==> config.mk <==
export PLATFORM = sky130hd
export DESIGN_NAME = digit_scan_ctrl
export DESIGN_NICKNAME = d
export VERILOG_FILES = /design/src/rtl/digit_scan_ctrl.sv
export SDC_FILE = /design/constraint.sdc
export NUM_CORES = 1
export LEC_CHECK = 0
export BUFFER_PORTS_ARGS = -buffer_cell sky130_fd_sc_hd__buf_2
export CORE_MARGIN = 3
export CORE_UTILIZATION = 55
export DETAILED_ROUTE_END_ITERATION = 10
export PLACE_DENSITY_LB_ADDON = 0.2
export SETUP_SLACK_MARGIN = 0.15
export SLEW_MARGIN = 20
export SYNTH_ARGS = -nofsm -noshare
export SYNTH_HDL_FRONTEND = slang
export SYNTH_SLANG_ARGS = --single-unit
==> constraint.sdc <==
create_clock -name clk -period 3.49 [get_ports clk]
set_input_delay 0 -clock clk [delete_from_list [all_inputs] [get_ports clk]]
set_output_delay 0 -clock clk [all_outputs]
set_load 0.01 [all_outputs]
==> src/rtl/digit_scan_ctrl.sv <==
// Time-multiplexed 7-segment scan controller sharing one external nibble decoder.
// Optional build macro LEADING_ZERO_BLANK_EN suppresses anodes of leading-zero digits.
module digit_scan_ctrl #(
    parameter int NDIGITS  = 4,
    parameter int PRESCALE = 1000
) (
    input  logic                   clk,
    input  logic                   rst_n,
    input  logic                   load,
    input  logic [4*NDIGITS-1:0]   value,
    output logic [3:0]             dec_in,
    input  logic [7:0]             dec_out,
    output logic [7:0]             seg,
    output logic [NDIGITS-1:0]     an,
    output logic                   frame_done
);

    // state | meaning
    // BLANK | all anodes off for one cycle; decoder result captured at its edge
    // SHOW  | one digit lit for PRESCALE-1 cycles
    typedef enum logic {BLANK, SHOW} state_t;

    localparam int IW = (NDIGITS > 1) ? $clog2(NDIGITS) : 1;
    localparam int CW = $clog2(PRESCALE);

    state_t                 state;
    logic [4*NDIGITS-1:0]   shadow;
    logic [4*NDIGITS-1:0]   pend_val;
    logic                   pending;
    logic [IW-1:0]          idx;
    logic [CW-1:0]          cnt;
    logic                   last_slot;
    logic                   last_digit;
    logic                   boundary;
    logic                   hi_zero;

    assign dec_in     = shadow[4*idx +: 4];
    assign last_slot  = (cnt == CW'(PRESCALE-1));
    assign last_digit = (idx == IW'(NDIGITS-1));
    assign boundary   = (state == SHOW) && last_slot && last_digit;

`ifdef LEADING_ZERO_BLANK_EN
    // Digit is a leading zero when it and every higher nibble are zero; digit 0 always lit.
    assign hi_zero = (idx != '0) && ((shadow >> (4*idx)) == '0);
`else
    assign hi_zero = 1'b0;
`endif

    always_ff @(posedge clk or negedge rst_n) begin
        if (!rst_n) begin
            state      <= BLANK;
            seg        <= '0;
            an         <= '1;
            frame_done <= 1'b0;
            shadow     <= '0;
            pend_val   <= '0;
            pending    <= 1'b0;
            idx        <= '0;
            cnt        <= '0;
        end else begin
            frame_done <= 1'b0;
            case (state)
                BLANK: begin
                    seg   <= dec_out;
                    an    <= hi_zero ? '1 : ~(NDIGITS'(1) << idx);
                    cnt   <= CW'(1);
                    state <= SHOW;
                end
                SHOW: begin
                    if (last_slot) begin
                        an    <= '1;
                        cnt   <= '0;
                        state <= BLANK;
                        idx   <= last_digit ? '0 : idx + IW'(1);
                        if (last_digit)
                            frame_done <= 1'b1;
                    end else begin
                        cnt <= cnt + CW'(1);
                    end
                end
                default: state <= BLANK;
            endcase

            // Shadow only moves on the frame boundary so a frame never tears.
            if (boundary) begin
                if (load)
                    shadow <= value;
                else if (pending)
                    shadow <= pend_val;
                pending <= 1'b0;
            end else if (load) begin
                pend_val <= value;
                pending  <= 1'b1;
            end
        end
    end

endmodule

## Word level (Yosys, flattened, before mapping)

Cells that the tools add are included.

| operators by class | value |
|---|---|
| bitwise operators | 3 |
| shift-type cells | 2 |
| order comparisons | 0 |
| equal/unequal tests | 3 |
| add/sub/neg operators | 2 |
| muxes and demuxes | 14 |
| divide/modulo/power cells | 0 |
| multipliers | 0 |
| reductions and logical operators | 7 |

Operators with widths:

| cell | count |
|---|---|
| $mux W16 | 2 |
| $pmux W10 S2 | 1 |
| $shiftx A16 B5 Y4 | 1 |
| $add A10 B1 Y10 const B | 1 |
| $eq A10 B10 Y1 const B | 1 |
| $mux W10 | 1 |
| $pmux W4 S2 | 1 |
| $mux W1 | 6 |
| $reduce_and A2 Y1 | 3 |
| $mux W4 | 1 |
| $not A4 Y4 | 1 |
| $reduce_bool A2 Y1 | 2 |
| $shl A1 B2 Y4 const A | 1 |
| $add A2 B1 Y2 const B | 1 |
| $eq A2 B2 Y1 const B | 1 |
| $logic_and A1 B1 Y1 | 2 |
| $mux W2 | 1 |
| $ne A2 B1 Y1 const B | 1 |
| $not A1 Y1 | 2 |
| $pmux W1 S2 | 1 |

| storage, ports and cells | value |
|---|---|
| memory bits (writable) | 0 |
| register bits | 59 |
| ROM bits | 0 |
| output and inout bits | 17 |
| word-level logic and storage cells | 40 |
| memories | 0 |
| latch bits | 0 |

## Depth between registers and ports, before layout

| logic depth | value |
|---|---|
| depth in word-level cells | 5 |
| gate-level depth with buffers | 7 |
| depth with buffers taken out | 5 |

## Worst setup path after synthesis

No wires, ideal clock.

| timing path | value |
|---|---|
| path type | register to register |
| start point | register cnt[0] |
| end point | register pend_val[10] |
| period minus slack after synthesis | 1.902 ns |
| library setup time | 0.127 ns |
| required time | 3.363 ns |
| stages on the path, launching flop included | 8 |
| setup slack | 1.588 ns |
| arrival time | 1.775 ns |
| cells stage by stage | dfrtp_1 ha_1 nand3_1 nor4_2 nand2b_1 buf_4 buf_8 mux2_1 |

| between the ends | value |
|---|---|
| word-level cells in the longest chain between the ends | 5 |

Ends and longest elaborated chain:

| element | RTL line | RTL |
|---|---|---|
| from (decl) | 31 | `logic [CW-1:0] cnt;` |
| from (signal assigned) | 78 | `cnt <= cnt + CW'(1);` |
| $eq A10 B10 Y1 | 38 | `assign last_slot = (cnt == CW'(PRESCALE-1));` |
| $logic_and A1 B1 Y1 (2 in series) | 40 | `assign boundary = (state == SHOW) && last_slot && last_digit;` |
| $not A1 Y1 (no source line) | n/a |  |
| $reduce_and A2 Y1 (no source line) | n/a |  |
| to (signal assigned) | 92 | `pend_val <= value;` |
| to (decl) | 28 | `logic [4*NDIGITS-1:0] pend_val;` |

No other way between the ends.
A chain may end at the register's enable or synchronous reset.

## Worst setup path after layout

| timing path | value |
|---|---|
| start point | register cnt[0] |
| end point | register pend_val[13] |

Same word-level chain as after synthesis.

==> qor.yml <==
run_status:
  status: "completed"
logic_synthesis:
  synth_cell_types: 32
  synth_top_area_share_pct: 50.25
  avgSynthCellArea_um2: 12.17
  synth_top_area_cell: "dfrtp_1"
  yosysSeqAreaShare_pct: 54.09
  synth_fp_nets: 257
  synth.area.top_cells: "dfrtp_1 50%, mux2_2 6.6%, o221a_2 6.2%"
  ys_warn_count: 0
  synth_seq_cells: 59
  syn_inst: 225
  synthesis.area_mm2: 0.002739
timing:
  rsz0062_at_grt: "no"
  max_slew_margin_pct: 39.20
  timing.final.crit_share_pct: 68.10
  period_needed_ps: 2377
  hold_violations: 0
  fin_skew_ps: 12.48
  slew_violations: 0
  setup_tns_ps: 0
  finalSetupViolCount: 0
  worst_pin_slew_ps: 905.3
  max_freq_mhz: 420.7
finish:
  final_nets: 323
  seq_area_mm2: 0.001481
  fillers: 362
  drive_gt1_share_pct: 35.47
  stdcell_count: 363
  multi_input_area_mm2: 0.001161
  antenna_cells: 0
  area_growth_pct: 24.58
critical_path:
  slowest_stage: "nand2b_1"
  worstSetupEndpointType: "register"
  crit_chain: "ha_1 > nand3_1 > nor4_4 > nand2b_1 > mux2_2"
  worstPathRequired_ps: 3720
  critical_path_arrival_ps: 2610
  crit_path_start_kind: "register"
  slowest_delay_ps: 640
  cp_max_fo: 16
  path_class: "register to register"
detailed_routing:
  drc: 0
  vias_per_cell: 5.446
  avgRoutedWirePerCell_um: 15.46
  first_pass_iters: 4
  wirelength_um: 5613
  first_iter_violations: 145
  via_count: 1977
  drtAntennaViolNets: 0
pwr:
  intPower_mw: 1.041
  power.density_mw_per_mm2: 410.1
  p_clk_share_pct: 41.7
  peakVddDrop_mv: 0.3894
  p_leak_nw: 1.536
  switching_share_pct: 25.57
  netSwitchingPower_mw: 0.3579
  comb_power_share_pct: 6.9
  pwr-share-seq_pct: 51.3
cts:
  cts_tree: "yes"
  clock_sinks: 59
  cts_resized: 0
  clkTransAtPathRegs_ps: 80
  htree_levels: 3
  cts_buffers: 9
  cts-hold-fix-buffers: 25
  cts_setup_buffers: 0
  cts_max_path_buffers: 2
  clock_latency_ps: 350
  root_buffer: "clkbuf_8"
grt:
  grt_pass1_wl_um: 9570
  gr-total-overflow: 0
  antenna_found_initial: 0
  grt_max_degree: 36
  grt_pass1_vias: 1934
  grt_usage_pct: 20.85
placement:
  port_buffers: 43
  place_hpwl_um: 3571
  gp_congestion: 0.7898
  numPlacedInstances: 322
floorplanning:
  core-area_mm2: 0.004755
  start_util_pct: 57.61
  rows: 25
  die_h_um: 76.57
  die_w_um: 76.57
  die-area_mm2: 0.005862
  ios: 44
worst_hold_path:
  min_path_type: "input port to asynchronous set/reset pin"
run:
  max_cap_viol_count: 0
-- cells by family (layout without fill, tap and decap cells) --
logic type | count (synthesis) | in the layout | share of synthesized area, %
and+or+nand+nor | 66 | 66 | 12.29
DFF | 59 | 59 | 54.09
AOI/OAI and AO/OA | 37 | 37 | 10.96
muxes | 30 | 30 | 13.98
buffers and inverters | 20 | 91 | 3.837
xor gates and xnor gates | 8 | 8 | 2.558
adders and majority gates | 5 | 5 | 2.284
-- cells in the mapped netlist, drive strengths merged --
master    n
nor4      3
nor3b     1
nand4     1
o221a    16
a2bb2oi   4
a21oi    16
dfstp     4
or3b      1
nand3     5
ha        5
mux2     26
xor2      2
dfrtp    55
nand2b    2
xnor2     6
nand2     5
nor3     19
clkbuf    6
inv       5
mux4      4
o21ai     1
nor2     29
buf       9
-- power groups by stage --
stage                     Sequential [mW]  Clock, mW  Combinational, mW
after CTS                           0.718      0.588             0.0987
after global routing                0.721      0.626              0.109
after floorplan                     0.731          0             0.0368
after global placement              0.730          0             0.0748
final                               0.718      0.584             0.0971
after detailed placement            0.731          0             0.0772
-- final timing paths --
path / startpoint / endpoint / slack [ps] / cells past startpoint
worst max-delay path: cnt[0] / pend_val[13] / 1110 / 5
worst min-delay path: rst_n / seg[0] / 190 / 2
worst max register to register: cnt[0] / pend_val[13] / 1110 / 5
worst min register to register: pend_val[8] / pend_val[8] / 490 / 1
max in group asynchronous: rst_n / an[3] / 2440 / 3
min in group clk: load / pending / 230 / 3
-- layout make-up --
class	count	share of cell area, %
clock buffers	10	4.034
clock inverters	6	1.430
well taps	67	2.457
flip-flops and latches	59	43.42
repair buffers	70	14.08
multi-input cells	146	34.03
inverters	5	0.5501
-- worst max-delay path, delay by kind of cell (launching register included) --
family | cells | cell delay (ps)
adders and majority gates | 1 | 210
DFF | 1 | 370
muxes | 1 | 410
and+or+nand+nor | 3 | 1280
-- per-stage QoR --
stage	utilization [%]	setup slack, ps	cell area, um^2	hold slack, ps	total power, mW
3_5_place_dp	62.58	1066	2975	37.91	0.8086
6_report	71.76	1113	3412	186.0	1.399
5_1_grt	71.76	888.2	3412	225.8	1.456
4_1_cts	71.76	1058	3412	201.9	1.405
2_1_floorplan	-	1588	2739	-295.6	0.7679
3_3_place_gp	62.58	1159	2975	34.99	0.8051
-- layout by cell type (no fill, tap or decap), types with 6 or more instances in the layout --
master / instances
xnor2_1: 6
mux2_2: 16
dlygate4sd3_1: 25
clkbuf_8: 10
buf_2: 43
nor3_1: 18
o221a_2: 15
dfrtp_1: 55
nor2_1: 29
a21oi_1: 16
mux2_1: 10
-- state kept, by name (all words and copies together) (netlist names) --
register / cells
pending: 1
pend_val: 16
cnt: 10
shadow: 16
an: 4
seg: 8
state: 1
idx: 2
frame_done: 1
-- layer usage --
metal	wire [um]	vias up	global-route usage, %
met4	63	0	5.978
met3	274	7	6.738
li1	-	943	-
met1	2594	982	28.86
met5	0	-	0
met2	2681	45	31.63
No activity file was read; power rests on OpenSTA's default activity.
